===== src/rtl/spi_accel_responder_if.sv =====
// SPI pin bundle between an accelerometer controller (master) and the
// responder model (slave). Mode 3: SPI_CLK idles high.
interface spi_accel_responder_if;
    logic SPI_CLK;
    logic SPI_CSN;
    logic SPI_SDI;
    logic SPI_SDO;

    modport master (output SPI_CLK, output SPI_CSN, output SPI_SDI, input SPI_SDO);
    modport slave  (input SPI_CLK, input SPI_CSN, input SPI_SDI, output SPI_SDO);
endinterface


===== src/rtl/spi_accel_responder.sv =====
// ADXL345-style SPI target model: oversampled mode-3 decoder, 64-byte register map,
// coherent X/Y/Z sample registers and INT1/INT2. Define SPI_RESP_MB_EN for burst access.
module spi_accel_responder #(
    parameter logic [7:0] DEVID       = 8'hE5,
    parameter int         SYNC_STAGES = 2
) (
    input  logic                    clk,
    input  logic                    reset_n,
    spi_accel_responder_if.slave    spi,
    input  logic                    sample_valid,
    input  logic [15:0]             sample_x,
    input  logic [15:0]             sample_y,
    input  logic [15:0]             sample_z,
    input  logic                    activity_evt,
    output logic                    reg_write,
    output logic [5:0]              reg_wr_addr,
    output logic [7:0]              reg_wr_data,
    output logic [1:0]              interrupt
);

    typedef enum logic [1:0] {IDLE, CMD, DATA, DONE} state_t;

    state_t state, state_next;

    logic [SYNC_STAGES-1:0] sclk_sync, csn_sync, sdi_sync;
    logic sclk_q, csn_q;
    logic sclk_s, csn_s, sdi_s;
    logic sclk_rise, sclk_fall, csn_rise, csn_fall;

    logic [2:0]  bit_cnt;
    logic [6:0]  rx_shift;
    logic [7:0]  tx_shift;
    logic [5:0]  addr_q;
    logic        rw_q;
    logic        sdo_q;
    logic        burst_ok;

    logic        cmd_done, byte_done, load_read, write_commit;
    logic [7:0]  rx_byte;
    logic [5:0]  rd_addr;
    logic [7:0]  rd_data;

    logic [7:0]  cfg_regs [6'h1D:6'h31];
    logic        data_ready, activity;
    logic [7:0]  int_source;
    logic [15:0] data_x, data_y, data_z;
    logic [15:0] pend_x, pend_y, pend_z;
    logic        pend_valid;

    function automatic logic is_writable(input logic [5:0] a);
        return ((a >= 6'h1D) && (a <= 6'h2F)) || (a == 6'h31);
    endfunction

    assign sclk_s    = sclk_sync[SYNC_STAGES-1];
    assign csn_s     = csn_sync[SYNC_STAGES-1];
    assign sdi_s     = sdi_sync[SYNC_STAGES-1];
    assign sclk_rise = sclk_s & ~sclk_q;
    assign sclk_fall = ~sclk_s & sclk_q;
    assign csn_rise  = csn_s & ~csn_q;
    assign csn_fall  = ~csn_s & csn_q;
    assign int_source = {data_ready, 2'b00, activity, 4'b0000};
    assign spi.SPI_SDO = sdo_q;

`ifdef SPI_RESP_MB_EN
    logic mb_q;
    assign burst_ok = mb_q;

    always_ff @(posedge clk or negedge reset_n) begin
        if (!reset_n)
            mb_q <= 1'b0;
        else if (cmd_done)
            mb_q <= rx_byte[6];
    end
`else
    assign burst_ok = 1'b0;
`endif

    always_ff @(posedge clk or negedge reset_n) begin
        if (!reset_n)
            state <= IDLE;
        else
            state <= state_next;
    end

    // A detected CSN rise aborts from any state, so a partial byte never commits.
    always_comb begin
        state_next   = state;
        cmd_done     = 1'b0;
        byte_done    = 1'b0;
        rx_byte      = {rx_shift, sdi_s};
        if (csn_rise) begin
            state_next = IDLE;
        end else begin
            case (state)
                IDLE: if (csn_fall) state_next = CMD;
                CMD: if (sclk_rise && bit_cnt == 3'd7) begin
                    cmd_done   = 1'b1;
                    state_next = DATA;
                end
                DATA: if (sclk_rise && bit_cnt == 3'd7) begin
                    byte_done  = 1'b1;
                    state_next = burst_ok ? DATA : DONE;
                end
                default: state_next = state;
            endcase
        end
        rd_addr      = cmd_done ? rx_byte[5:0] : addr_q + 6'd1;
        load_read    = (cmd_done && rx_byte[7]) || (byte_done && rw_q && burst_ok);
        write_commit = byte_done && !rw_q && is_writable(addr_q);
    end

    always_comb begin
        rd_data = 8'h00;
        case (rd_addr)
            6'h00: rd_data = DEVID;
            6'h30: rd_data = int_source;
            6'h32: rd_data = data_x[7:0];
            6'h33: rd_data = data_x[15:8];
            6'h34: rd_data = data_y[7:0];
            6'h35: rd_data = data_y[15:8];
            6'h36: rd_data = data_z[7:0];
            6'h37: rd_data = data_z[15:8];
            default: rd_data = is_writable(rd_addr) ? cfg_regs[rd_addr] : 8'h00;
        endcase
    end

    always_ff @(posedge clk or negedge reset_n) begin
        if (!reset_n) begin
            sclk_sync <= '1;
            csn_sync  <= '1;
            sdi_sync  <= '0;
            sclk_q    <= 1'b1;
            csn_q     <= 1'b1;
            bit_cnt   <= 3'd0;
            rx_shift  <= 7'd0;
            tx_shift  <= 8'd0;
            addr_q    <= 6'd0;
            rw_q      <= 1'b0;
            sdo_q     <= 1'b0;
        end else begin
            sclk_sync <= {sclk_sync[SYNC_STAGES-2:0], spi.SPI_CLK};
            csn_sync  <= {csn_sync[SYNC_STAGES-2:0], spi.SPI_CSN};
            sdi_sync  <= {sdi_sync[SYNC_STAGES-2:0], spi.SPI_SDI};
            sclk_q    <= sclk_s;
            csn_q     <= csn_s;

            if (state == IDLE)
                bit_cnt <= 3'd0;
            else if (sclk_rise && (state == CMD || state == DATA)) begin
                bit_cnt  <= bit_cnt + 3'd1;
                rx_shift <= rx_byte[6:0];
            end

            if (cmd_done) begin
                addr_q <= rx_byte[5:0];
                rw_q   <= rx_byte[7];
            end else if (byte_done && burst_ok)
                addr_q <= addr_q + 6'd1;

            if (load_read)
                tx_shift <= rd_data;
            else if (sclk_fall && state == DATA && rw_q)
                tx_shift <= {tx_shift[6:0], 1'b0};

            // SDO only carries data while a read byte is in flight.
            if (state == DATA && state_next == DATA && rw_q) begin
                if (sclk_fall)
                    sdo_q <= tx_shift[7];
            end else
                sdo_q <= 1'b0;
        end
    end

    always_ff @(posedge clk or negedge reset_n) begin
        if (!reset_n) begin
            reg_write   <= 1'b0;
            reg_wr_addr <= 6'd0;
            reg_wr_data <= 8'd0;
            for (int i = 29; i <= 49; i++)
                cfg_regs[6'(i)] <= (i == 44) ? 8'h0A : 8'h00;
        end else begin
            reg_write <= write_commit;
            if (write_commit) begin
                reg_wr_addr      <= addr_q;
                reg_wr_data      <= rx_byte;
                cfg_regs[addr_q] <= rx_byte;
            end
        end
    end

    // Samples arriving mid-frame wait in a one-deep buffer so a burst read stays coherent.
    always_ff @(posedge clk or negedge reset_n) begin
        if (!reset_n) begin
            data_x     <= 16'd0;
            data_y     <= 16'd0;
            data_z     <= 16'd0;
            pend_x     <= 16'd0;
            pend_y     <= 16'd0;
            pend_z     <= 16'd0;
            pend_valid <= 1'b0;
            data_ready <= 1'b0;
            activity   <= 1'b0;
            interrupt  <= 2'b00;
        end else begin
            if (csn_rise) begin
                pend_valid <= 1'b0;
                if (sample_valid) begin
                    data_x <= sample_x;
                    data_y <= sample_y;
                    data_z <= sample_z;
                end else if (pend_valid) begin
                    data_x <= pend_x;
                    data_y <= pend_y;
                    data_z <= pend_z;
                end
            end else if (sample_valid) begin
                if (state != IDLE) begin
                    pend_x     <= sample_x;
                    pend_y     <= sample_y;
                    pend_z     <= sample_z;
                    pend_valid <= 1'b1;
                end else begin
                    data_x <= sample_x;
                    data_y <= sample_y;
                    data_z <= sample_z;
                end
            end

            if (sample_valid)
                data_ready <= 1'b1;
            else if (load_read && rd_addr == 6'h30)
                data_ready <= 1'b0;

            if (activity_evt)
                activity <= 1'b1;
            else if (load_read && rd_addr == 6'h30)
                activity <= 1'b0;

            interrupt <= {|(int_source & cfg_regs[6'h2E] & cfg_regs[6'h2F]),
                          |(int_source & cfg_regs[6'h2E] & ~cfg_regs[6'h2F])};
        end
    end

endmodule


===== src/flat_wrapper.sv =====
// flat-port wrapper written by rule: the top's interface ports become plain ports
module spi_accel_responder_flat 
#(
    parameter logic [7:0] DEVID       = 8'hE5,
    parameter int         SYNC_STAGES = 2
)
  (clk, reset_n, sample_valid, sample_x, sample_y, sample_z, activity_evt, reg_write, reg_wr_addr, reg_wr_data, interrupt, spi_SPI_CLK, spi_SPI_CSN, spi_SPI_SDI, spi_SPI_SDO);
  spi_accel_responder_if spi_i ();
  input  logic clk;
  input  logic reset_n;
  input  logic sample_valid;
  input  logic [15:0] sample_x;
  input  logic [15:0] sample_y;
  input  logic [15:0] sample_z;
  input  logic activity_evt;
  output logic reg_write;
  output logic [5:0] reg_wr_addr;
  output logic [7:0] reg_wr_data;
  output logic [1:0] interrupt;
  input wire logic [$bits(spi_i.SPI_CLK)-1:0] spi_SPI_CLK;
  input wire logic [$bits(spi_i.SPI_CSN)-1:0] spi_SPI_CSN;
  input wire logic [$bits(spi_i.SPI_SDI)-1:0] spi_SPI_SDI;
  output wire logic [$bits(spi_i.SPI_SDO)-1:0] spi_SPI_SDO;
  assign spi_i.SPI_CLK = spi_SPI_CLK;
  assign spi_i.SPI_CSN = spi_SPI_CSN;
  assign spi_i.SPI_SDI = spi_SPI_SDI;
  assign spi_SPI_SDO = spi_i.SPI_SDO;
  spi_accel_responder #(.DEVID(DEVID), .SYNC_STAGES(SYNC_STAGES)) u_core (.clk(clk), .reset_n(reset_n), .spi(spi_i), .sample_valid(sample_valid), .sample_x(sample_x), .sample_y(sample_y), .sample_z(sample_z), .activity_evt(activity_evt), .reg_write(reg_write), .reg_wr_addr(reg_wr_addr), .reg_wr_data(reg_wr_data), .interrupt(interrupt));
endmodule

===== config.mk =====
export PLATFORM = sky130hd
export DESIGN_NAME = spi_accel_responder_flat
export DESIGN_NICKNAME = d
export VERILOG_FILES = /design/src/rtl/spi_accel_responder_if.sv /design/src/rtl/spi_accel_responder.sv /design/src/flat_wrapper.sv
export SDC_FILE = /design/constraint.sdc
export NUM_CORES = 1
export LEC_CHECK = 0
export CAP_MARGIN = 20
export CORE_AREA = 2 2 200 252
export CTS_CLUSTER_DIAMETER = 60
export CTS_CLUSTER_SIZE = 16
export DETAILED_ROUTE_END_ITERATION = 16
export DIE_AREA = 0 0 202 254
export PLACE_DENSITY = 0.53
export SLEW_MARGIN = 20
export SYNTH_ARGS = -nofsm -noshare
export SYNTH_HDL_FRONTEND = slang
export SYNTH_SLANG_ARGS = --single-unit

===== constraint.sdc =====
create_clock -name clk -period 3.94 [get_ports clk]
set_clock_uncertainty 0.2 [all_clocks]
set_input_delay 0.788 -clock clk [delete_from_list [all_inputs] [get_ports clk]]
set_output_delay 0.788 -clock clk [all_outputs]
set_load 0.01 [all_outputs]

### Yosys cells after proc, flatten, opt, wreduce, memory -nomap -nowiden

Cells that the tools add are included.

| word-level totals | value |
|---|---|
| flip-flop bits (word level) | 320 |
| latch bits | 0 |
| RAM bits | 0 |
| bits in read-only memories | 0 |
| bits of input ports | 55 |
| output and inout bits | 18 |
| memories | 0 |

| cells by class | value |
|---|---|
| add/subtract/negate cells | 2 |
| $mul | 0 |
| divide/modulo/power cells | 0 |
| $lt $le $gt $ge | 7 |
| eq/ne operators | 15 |
| shift operators | 0 |
| multiplexer cells | 46 |
| bitwise gates (word level) | 16 |
| reductions and logical operators | 34 |

Operator list:

| kind | count |
|---|---|
| 16-bit 2-to-1 mux | 15 |
| 168-bit bitwise mux | 1 |
| 8-bit one-hot mux with 8 select lines | 1 |
| 6-bit == test, second input constant | 9 |
| 8-bit binary-select mux with 6-bit select | 1 |
| 8-bit demux with 6-bit select | 1 |
| 8-bit 2-to-1 mux | 6 |
| 8-bit bitwise AND | 3 |
| 2-bit nonzero test | 8 |
| 8-bit OR reduction | 2 |
| 7-bit >= comparator, second input constant | 2 |
| 6-bit inverter with 7-bit output | 2 |
| 1-bit logical AND | 13 |
| 1-bit 2-to-1 mux | 13 |
| 6-bit by 5-bit >= comparator with 1-bit output, second input constant | 2 |
| 6-bit less-or-equal comparator, second input constant | 2 |
| 2-bit 2-to-1 mux | 4 |
| 8-bit inverter | 1 |
| 7-bit by 1-bit < comparator with 1-bit output, second input constant | 1 |
| 6-bit by 1-bit adder with 6-bit output, second input constant | 1 |
| 6-bit zero test | 1 |
| 3-bit 2-to-1 mux | 2 |
| 6-bit 2-to-1 mux | 1 |
| 1-bit inverter | 6 |
| 12 further kinds | 22 |

### Depth between registers and ports, before layout

| depth | value |
|---|---|
| depth in word-level cells | 14 |
| gate-level depth with buffers | 14 |

### Worst setup path after synthesis

OpenSTA, ideal clock, no wires.

| timing | value |
|---|---|
| path kind | register to register |
| start | register u_core.bit_cnt[0] |
| end | register u_core.cfg_regs[48] in the netlist's numbering, enable pin |
| library setup time | 0.383 ns |
| arrival | 2.682 ns |
| required time | 3.357 ns |
| setup slack | 0.674 ns |
| stages on the path, launching flop included | 13 |
| clock period less this slack | 3.266 ns |
| cell sequence | dfrtp_1 ha_1 ha_1 and3b_1 buf_4 buf_6 nand2_1 nor3_1 o21ai_1 clkbuf_1 nor2_1 nand4_1 nor3_1 |

| between the ends | value |
|---|---|
| word-level cells in the longest chain between the ends | 8 |

RTL lines:

| what | line | text |
|---|---|---|
| from (decl) | spi_accel_responder.sv:30 | `logic [2:0] bit_cnt;` |
| from (signal assigned) | spi_accel_responder.sv:150 | `bit_cnt <= bit_cnt + 3'd1;` |
| 3-bit == test | spi_accel_responder.sv:100 | `DATA: if (sclk_rise && bit_cnt == 3'd7) begin` |
| 1-bit logical AND | spi_accel_responder.sv:100 |  |
| 1-bit 2-to-1 mux | spi_accel_responder.sv:100 |  |
| 1-bit 2-to-1 mux | spi_accel_responder.sv:94 | `case (state)` |
| 1-bit 2-to-1 mux | spi_accel_responder.sv:91 | `if (csn_rise) begin` |
| 1-bit logical AND (2 in a row) | spi_accel_responder.sv:109 | `write_commit = byte_done && !rw_q && is_writable(addr_q);` |
| 2-bit AND reduction (no source line) | n/a |  |
| to (signal, indexed assignment) | spi_accel_responder.sv:180 | `cfg_regs[6'(i)] <= (i == 44) ? 8'h0A : 8'h00;` |
| to (signal, indexed assignment) | spi_accel_responder.sv:186 | `cfg_regs[addr_q] <= rx_byte;` |
| to (decl) | spi_accel_responder.sv:43 | `logic [7:0] cfg_regs [6'h1D:6'h31];` |

No other way between the ends.
A chain may end at the register's enable or synchronous reset.

### Worst setup path in the final report

| timing | value |
|---|---|
| start | register u_core.bit_cnt[0] |
| end | register u_core.tx_shift[7] |

| between the ends | value |
|---|---|
| word-level cells in the longest chain between the ends | 13 |

RTL lines:

| what | line | text |
|---|---|---|
| 3-bit == test * | spi_accel_responder.sv:96 | `CMD: if (sclk_rise && bit_cnt == 3'd7) begin` |
| 1-bit logical AND * | spi_accel_responder.sv:96 |  |
| 1-bit 2-to-1 mux * | spi_accel_responder.sv:96 |  |
| 1-bit 2-to-1 mux * | spi_accel_responder.sv:94 |  |
| 1-bit 2-to-1 mux * | spi_accel_responder.sv:91 |  |
| 6-bit 2-to-1 mux | spi_accel_responder.sv:107 | `rd_addr = cmd_done ? rx_byte[5:0] : addr_q + 6'd1;` |
| 6-bit inverter with 7-bit output (not written as such) | spi_accel_responder.sv:123 | `default: rd_data = is_writable(rd_addr) ? cfg_regs[rd_addr] : 8'h00;` |
| 8-bit binary-select mux with 6-bit select | spi_accel_responder.sv:123 |  |
| 8-bit 2-to-1 mux (not written as such) (2 in a row) | spi_accel_responder.sv:123 |  |
| 8-bit 2-to-1 mux | spi_accel_responder.sv:123 |  |
| 8-bit one-hot mux with 8 select lines | spi_accel_responder.sv:114 | `case (rd_addr)` |
| 8-bit 2-to-1 mux | spi_accel_responder.sv:160 | `if (load_read)` |
| to (signal assigned) | spi_accel_responder.sv:161 | `tx_shift <= rd_data;` |
| to (signal assigned) | spi_accel_responder.sv:163 | `tx_shift <= {tx_shift[6:0], 1'b0};` |
| to (decl) | spi_accel_responder.sv:32 | `logic [7:0] tx_shift;` |

Mark *: on every way between the ends. The rest lies on a longest branch, timed or not. The select of a mux whose other input is x is not followed.

==> impl_metrics.json <==
{
  "start_util_pct": 29.8,
  "leakagePower_nw": 6.41,
  "ios": 73,
  "syn_area_per_cell_um2": 12.2,
  "crit_path_start": "u_core.bit_cnt[0]",
  "r2r_slack_ns": 0.08,
  "r2r_cells": 10,
  "synth_top_area_share_pct": 29.7,
  "syn_nets": 1256,
  "cts.sinks": 320,
  "timing.rr.start": "u_core.bit_cnt[0]",
  "yosys_most_used_dff": "dfrtp_1",
  "setup_tns_ns": 0,
  "grtUsageMet3_pct": 2.05,
  "synth-simple-area-share_pct": 9.48,
  "dieWidth_um": 202,
  "grt_setup_unrepaired": "no",
  "htree_levels": 1,
  "remaining_drc_errors": 0,
  "grt.busiest_layer": "met2",
  "drt_wl_total_um": 46600,
  "yosysWarnings": 0,
  "crit_path_end": "u_core.tx_shift[7]",
  "maxCapViolCount": 0,
  "worstPathArrival_ns": 4.15,
  "drive_above_1_share_pct": 18.8,
  "rows": 91,
  "setup-violations-final": 0,
  "synth_area_leaders": "edfxtp_1 (30%), dfrtp_1 (29%), mux2_2 (6.3%)",
  "via_per_inst": 5.32,
  "worst_pin_slew_ns": 0.983,
  "cts_tree": "built",
  "ys_types": 85,
  "synthMuxAreaShare_pct": 11.1,
  "synth.ff_latch_count": 320,
  "root_buffer": "clkbuf_16",
  "status": "completed",
  "vias": 10496,
  "ys_top_cells_by_count": "dfrtp_1 (170), edfxtp_1 (144), a21oi_1 (112)",
  "synth_xor_area_share_pct": 0.361,
  "crit_fanout": 18,
  "clkSlewWorstSetupHoldPaths_ns": 0.07,
  "grt_start_max_net_pins": 161,
  "use_met1_pct": 24.3,
  "final_cells": 1973,
  "synth.most_common_cell": "dfrtp_1",
  "fmax_mhz": 259,
  "synth_compound_area_share_pct": 15.4,
  "layout-area-overhead-vs-synth_pct": 19.7,
  "synthesis.area_um2": 14500,
  "layout.nets": 1366,
  "yosysSeqAreaShare_pct": 60.1,
  "first_global_vias": 10464,
  "clkLatencyLatePin_ns": 0.57,
  "rr_endpoint": "u_core.tx_shift[7]",
  "synth_edf_count": 144,
  "firstDrtPassIters": 5,
  "synthArstFlopShare_pct": 55.0,
  "slew_headroom_pct": 34.4,
  "worstPathRequired_ns": 4.23,
  "grt_pass1_wl_um": 69800,
  "yosys.area.top_type": "edfxtp_1",
  "finalMaxSlewViolations": 0,
  "dp.cells": 1922,
  "synth_top_family_by_area": "compound AO/OA/AOI/OAI gates",
  "cts.path.max_buffers": 3,
  "num_antenna_cells": 0,
  "port_buffers": 72,
  "gp_congestion": 0.925,
  "dp_hpwl_um": 33000,
  "grt_use_total_pct": 18.2,
  "postCtsSetupBuffers": 0,
  "vdd_drop_max_v": 0.000303,
  "wl_per_cell_um": 23.6,
  "fin_crit_ns": 3.86,
  "antenna_found_initial": 0,
  "postRouteAntennaNets": 0,
  "power_density_nw_per_um2": 443,
  "die_h_um": 254,
  "coreArea_um2": 48800,
  "critPathLaunchType": "register",
  "hold_class": "reg -> reg",
  "path_class": "reg -> reg",
  "global_route.usage.met2_pct": 30.3,
  "dieArea_um2": 51300,
  "post-route-period-util_pct": 97.9,
  "drtIter0Drc": 868,
  "finalHoldViolCount": 0,
  "crit_path_end_kind": "register",
  "grt_remaining_overflow": 0,
  "cts_made_buffers": 28,
  "synthCells": 1192,
  "synth_fa_ha_area_share_pct": 0.774
}
==> placed cells by master (no fill, tap or decap), drive strengths merged, types with 37 or more instances in the layout <==
master and count:
nand2 77, buf 87, clkdlybuf4s50 71, edfxtp 144, a21oi 113, nor2 97, dfrtp 170, mux2i 66
mux2 85, o21ai 37, clkbuf 40
==> per-stage QoR <==
step	util (%)	worst slack, ns	hold slack (ns)	instance area, um2	total power [W]
floorplan	-	0.674	0.131	14500	0.00461
global placement	33.8	0.200	0.147	16500	0.00503
detailed placement	33.8	0.173	0.148	16500	0.00506
CTS	35.6	0.154	0.167	17400	0.00782
global route	35.6	0.0137	0.167	17400	0.00806
finish	35.6	0.0822	0.163	17400	0.00772
==> critical path, stage by stage (launching register included) <==
cell and delay (ns):
dfrtp_1 0.37, ha_1 0.16, ha_1 0.23, nand3b_4 0.28
o31ai_2 0.76, buf_4 0.33, a21oi_1 0.09, nor4_1 0.52
o22ai_1 0.15, or4_1 0.52, a31oi_1 0.17
==> flip-flops by register name (all words and copies together), names as in the netlist, 3 cells and up <==
register	count
u_core.data_z	16
u_core.tx_shift	8
u_core.reg_wr_data	8
u_core.pend_x	16
u_core.pend_y	16
u_core.data_y	16
u_core.cfg_regs	168
u_core.rx_shift	7
u_core.addr_q	6
u_core.pend_z	16
u_core.bit_cnt	3
u_core.reg_wr_addr	6
u_core.data_x	16
==> how the worst min path moves through the flow <==
stage	from	to	slack, ns	depth (start not counted)
floorplan	u_core.sdi_sync[0]	u_core.sdi_sync[1]	0.13	0
finish	u_core.sclk_sync[0]	u_core.sclk_sync[1]	0.16	0
global route	u_core.sclk_sync[0]	u_core.sclk_sync[1]	0.17	0
detailed placement	u_core.csn_sync[0]	u_core.csn_sync[1]	0.15	0
global placement	u_core.sdi_sync[0]	u_core.sdi_sync[1]	0.15	0
CTS	u_core.csn_sync[0]	u_core.csn_sync[1]	0.17	0
==> logic make-up after synthesis <==
logic type	after synthesis
AOI/OAI and AO/OA	332
DFF	320
and+or+nand+nor	284
muxes	151
buffers and inverters	90
adders and majority gates	9
xor gates and xnor gates	6
==> final cells by class <==
type	instances	area [um2]
flip-flops and latches	320	8740
inverters	10	37.5
multi-input cells	782	5440
fillers	4794	31400
clock inverters	11	90.1
clock buffers	39	813
repair buffers	160	1480
well taps	651	815
==> power by group <==
part           switching [W]  internal (W)
clock                0.00129       0.00146
combinational       0.000454      0.000417
sequential          0.000245       0.00386
total                0.00198       0.00573
==> layer usage <==
metal,vias to the layer above,share of wire [%]
met4,0,3.7
met5,-,0
met2,355,48
met1,5305,44
met3,95,5.2
li1,4741,-
==> what timing repair did <==
item | in CTS | in global routing
gates resized for setup | 0 | 1
endpoints found under the hold margin | 14 | 0
setup endpoints to repair | 0 | 1
hold buffers | 1 | 0
Power figures use the tool's default switching activity.
==> variant 1 (config.mk and constraints unchanged) <==
`SYNC_STAGES` is set to 2 in 2 places; all go to 4.
--- a/src/rtl/spi_accel_responder.sv
+++ b/src/rtl/spi_accel_responder.sv
@@ -4,3 +4,3 @@
     parameter logic [7:0] DEVID       = 8'hE5,
-    parameter int         SYNC_STAGES = 2
+    parameter int         SYNC_STAGES = 4
 ) (
--- a/src/flat_wrapper.sv
+++ b/src/flat_wrapper.sv
@@ -4,3 +4,3 @@
     parameter logic [7:0] DEVID       = 8'hE5,
-    parameter int         SYNC_STAGES = 2
+    parameter int         SYNC_STAGES = 4
 )
Formal check against the unedited RTL: same outputs for any inputs over 4 cycles, from zero or initial values and one cycle with reset_n low; that may be too few to reach the edited logic, so the function may still have changed.
==> variant 1 against the unedited design <==
- wire length decreased by 19%
- final cell count decreased by 7.3%
- sequential share of layout area increased by 4.2 points
- cell area decreased by 6.1%
- power decreased by 6.4%
- area after synthesis decreased by 5.1%
- setup slack improved by 250 ps
- sequential cell count increased by 6
- critical endpoint is now u_core.tx_shift[0]
==> variant 1: results (changes against the unedited design) <==
stage,metric,value,unit,change
cells_and_area,max FFs per register,168,,unchanged
clocking,Num CTS Buffers,25,,-11%
power,P_leak,6.09,nW,-5.0%
detailed_routing,Pre-Repair DR Iteration Count,7,,+2
hold_path,hold_sp,u_core.sclk_sync[1],,
status,status,completed,,
cells_and_area,Largest Register,u_core.cfg_regs,,
logic_synthesis,Synth cell types,70,,-18%
logic_synthesis,Commonest cells post-synth,"172 x dfrtp_1, 144 x edfxtp_1, 81 x mux2_2, 79 x nand2_1, 79 x nor2_1",,
global_routing,grt met3 use,0.0149,,-0.00564
setup_path,crit path DAT,3810,ps,-340 ps
logic_synthesis,ys async rst share,0.558,,+0.00828
logic_synthesis,post-synth net total,1127,,-10%
place,placed cell areas,15600,sq um,-5.4%
setup_path,Worst path max stage delay,580,ps,-180 ps
cells_and_area,share of layout cells above drive strength 1,0.170,,-0.0184
global_routing,Total Routing Usage GR,0.145,,-0.0364
cells_and_area,Antenna Cells,0,,unchanged
detailed_routing,DR WL/cell,20.6,um,-13%
power,worst vdd ir,0.000297,V,-2.0%
detailed_routing,DRC,0,,unchanged
logic_synthesis,Ys Warns,0,,unchanged
global_routing,M2 GR Usage,0.261,,-0.0420
logic_synthesis,"Seq/Total Area, Yosys",0.644,,+0.0437
global_routing,first-pass GRT wire length,57200,um,-18%
place,PortBufs,72,,unchanged
global_routing,largest net degree at the start of global routing,174,,+8.1%
clocking,clk_lat worst skew,540,ps,-30 ps
sta,Slew Limit Fails,0,,unchanged
setup_path,Worst Setup SP,u_core.bit_cnt[0],,
clocking,clock transition at the registers of the reported paths,80,ps,
sta,worst-margin pin slew,934,ps,-49.0 ps
setup_path,worst-path maximum fanout,15,,-3
clocking,clock tree buffer depth,3,,unchanged
setup_path,slowest CP cell,a2111oi_0,,
hold_path,hold crit path type,reg -> reg,,
detailed_routing,DRT iter0 DRCs,725,,-16%
global_routing,vias in the first global route,9151,,-13%
cells_and_area,filler cell count,4834,,+0.83%
global_routing,initial antenna violation count,1,,+1
global_routing,grt met1 use,0.180,,-0.0627
logic_synthesis,dominant cells by area after synthesis,"edfxtp_1 31%, dfrtp_1 31%, mux2_2 6.6%",,
clocking,Post-CTS Hold Buffers,1,,unchanged
clocking,PostCTS Resize Cnt,0,,unchanged
clocking,H-tree levels,1,,unchanged
place,dpl hpwl,25200,um,-24%
logic_synthesis,Post-synth EDFFs,144,,unchanged
cells_and_area,"Net count, final",1226,,-10%
place,routability congestion estimate,0.856,,-7.4%
setup_path,worst r2r src,u_core.bit_cnt[0],,
setup_path,CP top delay family,compound AO/OA/AOI/OAI gates,,
logic_synthesis,"Top FF cell, synth",dfrtp_1,,
clocking,CTS root buf,clkbuf_16,,
detailed_routing,vias per std cell,5.06,,-4.9%
clocking,"Setup Fix Bufs, Post-CTS",0,,unchanged
variant 1: cell types whose count changed after synthesis, moves of 9 or more:
cell,change
a21boi_0,-15
a21oi_1,-44
buf_2,-9
mux2i_1,-12
nor2_1,-16
nor4_1,-12
o21ai_0,+15
o22ai_1,+38
variant 1: kinds of logic (layout without fill, tap and decap cells):
family,Yosys count,in the layout,synth area share
AO/OA/AOI/OAI,283,283,0.133
XOR/XNOR,6,6,0.00381
adder cells (fa/ha/maj),9,9,0.00816
buffers and inverters,77,191,0.0253
flip-flops,326,326,0.644
multiplexers,135,135,0.105
AND/OR/NAND/NOR,227,227,0.0800
variant 1: worst paths after layout:
| check | slack (ps) | cells past startpoint | to |
|---|---|---|---|
| setup / recovery | 330 | 10 | u_core.tx_shift[0] |
| hold / removal | 140 | 0 | u_core.sclk_sync[2] |
| setup reg to reg | 330 | 10 | u_core.tx_shift[0] |
| hold reg to reg | 140 | 0 | u_core.sclk_sync[2] |
| max in group asynchronous | 1720 | 4 | u_core.data_x[14] |
| min in group asynchronous | 600 | 2 | u_core.reg_wr_addr[3] |
variant 1: cell type report:
cell class | count | share of cell area
flip-flops and latches | 326 | 0.544
multi-input cells | 660 | 0.280
repair buffers | 136 | 0.0797
well taps | 651 | 0.0498
clock buffers | 38 | 0.0413
inverters | 13 | 0.00299
clock inverters | 4 | 0.00214
variant 1: report_power, final:
part | internal [mW] | leakage, nW | switching [mW] | total, mW
Combinational | 0.359 | 2.22 | 0.359 | 0.718
Sequential | 3.92 | 3.53 | 0.213 | 4.13
Clock | 1.19 | 0.343 | 1.18 | 2.37
variant 1: metrics by stage:
stage | std cells | setup slack [ps] | util | hold slack (ps)
2_1_floorplan | 1063 | 817 | - | 131
3_3_place_gp | 1784 | 475 | 0.319 | 140
3_5_place_dp | 1784 | 429 | 0.319 | 137
4_1_cts | 1827 | 399 | 0.334 | 143
5_1_grt | 1828 | 42.1 | 0.335 | 149
6_report | 1828 | 331 | 0.335 | 142
variant 1: worst register-to-register path, delay by kind of cell (launching register included):
kind | cells | cell delay (ps)
adder cells (fa/ha/maj) | 2 | 360
AND/OR/NAND/NOR | 3 | 930
AO/OA/AOI/OAI | 3 | 940
multiplexers | 2 | 700
flip-flops | 1 | 360
variant 1: per-layer routing:
metal | vias to the layer above | routed length, um
met1 | 4650 | 15300
met4 | 0 | 1280
met2 | 291 | 19300
met5 | - | 0
li1 | 4237 | -
met3 | 72 | 1750
==> variant 2 (config.mk and constraints unchanged) <==
Made on the original files. Encoding of `state_t`: now one-hot (4 bits for 4 states).
--- a/src/rtl/spi_accel_responder.sv
+++ b/src/rtl/spi_accel_responder.sv
@@ -20,3 +20,3 @@
 
-    typedef enum logic [1:0] {IDLE, CMD, DATA, DONE} state_t;
+    typedef enum logic [3:0] {IDLE = 4'b0001, CMD = 4'b0010, DATA = 4'b0100, DONE = 4'b1000} state_t;
 
Behaviour: same outputs for any inputs over 4 cycles, from zero or initial values and one cycle with reset_n low; so few cycles prove little.
==> variant 2 against the unedited design <==
- cell area decreased by 4.8%
- area after synthesis decreased by 3.6%
- power increased by 2.9%
- wire length decreased by 16%
- fmax increased by 7.9%
- setup slack improved by 280 ps
- sequential cell count decreased by 1
- critical endpoint unchanged
==> variant 2: results (changes against the unedited design) <==
stage,metric,value,unit,change
status,status,completed,,
global_routing,largest net degree at the start of global routing,138,,-14%
cells_and_area,clk cell area share,0.0441,,-0.00779
cells_and_area,area of the multi-input gates,5030,sq um,-7.6%
global_routing,first-pass GRT wire length,59100,um,-15%
logic_synthesis,register bit total from synthesis,319,,-0.31%
global_routing,Total Routing Usage GR,0.150,,-0.0315
global_routing,vias in the first global route,9458,,-9.6%
logic_synthesis,Post-synth EDFFs,141,,-2.1%
cells_and_area,filler cell count,4847,,+1.1%
cells_and_area,Non-clock buffering overhead,0.0762,,-0.00854
setup_path,slowest CP cell,mux2i_2,,
logic_synthesis,Commonest cells post-synth,"171 x dfrtp_1, 141 x edfxtp_1, 123 x nand2_1, 102 x mux2_2, 84 x mux2i_1",,
hold_path,hold_sp,u_core.csn_sync[0],,
detailed_routing,vias per std cell,4.99,,-6.2%
place,routability congestion estimate,0.853,,-7.7%
setup_path,reg-to-reg setup timing slack,360,ps,+280 ps
cells_and_area,"Net count, final",1258,,-7.9%
setup_path,worst-path maximum fanout,11,,-7
global_routing,grt met3 use,0.0191,,-0.00141
cells_and_area,bufs w/o clock,135,,-16%
sta,Slew headroom,0.294,,-0.0500
logic_synthesis,dominant cells by area after synthesis,"dfrtp_1 31%, edfxtp_1 30%, mux2_2 8.2%",,
power,sw frac,0.271,,+0.0138
power,P_leak,6.35,nW,-1.0%
clocking,Num CTS Buffers,25,,-11%
logic_synthesis,"Seq/Total Area, Yosys",0.620,,+0.0195
cells_and_area,share of layout cells above drive strength 1,0.194,,+0.00522
global_routing,M2 GR Usage,0.264,,-0.0383
-- variant 2: changes by cell type after synthesis, moves of 19 or more --
cell,unedited run,this run
nand2_1,76,123
buf_2,30,9
a21oi_1,112,59
o22ai_1,23,2
a21boi_0,19,0
mux2_2,81,102
nand3_1,16,37
-- variant 2: cells by family after synthesis --
| group | Yosys count | synth area share |
|---|---|---|
| adder cells (fa/ha/maj) | 5 | 0.00446 |
| multiplexers | 188 | 0.144 |
| AND/OR/NAND/NOR | 307 | 0.102 |
| AO/OA/AOI/OAI | 204 | 0.104 |
| flip-flops | 319 | 0.620 |
| XOR/XNOR | 3 | 0.00187 |
| buffers and inverters | 72 | 0.0233 |
-- variant 2: per-layer routing --
metal | share of wire | wire, um | vias to the layer above
met1 | 0.41 | 16100 | 4721
met3 | 0.042 | 1630 | 77
met5 | 0 | 0 | -
met2 | 0.50 | 19500 | 227
met4 | 0.045 | 1740 | 0
li1 | - | - | 4278
-- variant 2: power groups by stage --
stage	Combinational (mW)	Clock, mW	Sequential [mW]
final	1.09	2.42	4.44
after global routing	1.22	2.60	4.50
after CTS	1.11	2.49	4.44
after detailed placement	1.11	0	4.51
after global placement	1.09	0	4.50
after floorplan	0.749	0	4.34
-- variant 2: metrics by stage --
step / hold slack, ps / total power, mW / utilization / instances / setup slack, ps
2_1_floorplan: 131 / 5.09 / - / 1098 / 399
5_1_grt: 161 / 8.32 / 0.339 / 1865 / 100
4_1_cts: 159 / 8.05 / 0.339 / 1865 / 373
3_3_place_gp: 147 / 5.58 / 0.324 / 1821 / 483
6_report: 157 / 7.94 / 0.339 / 1865 / 365
3_5_place_dp: 148 / 5.62 / 0.324 / 1821 / 416
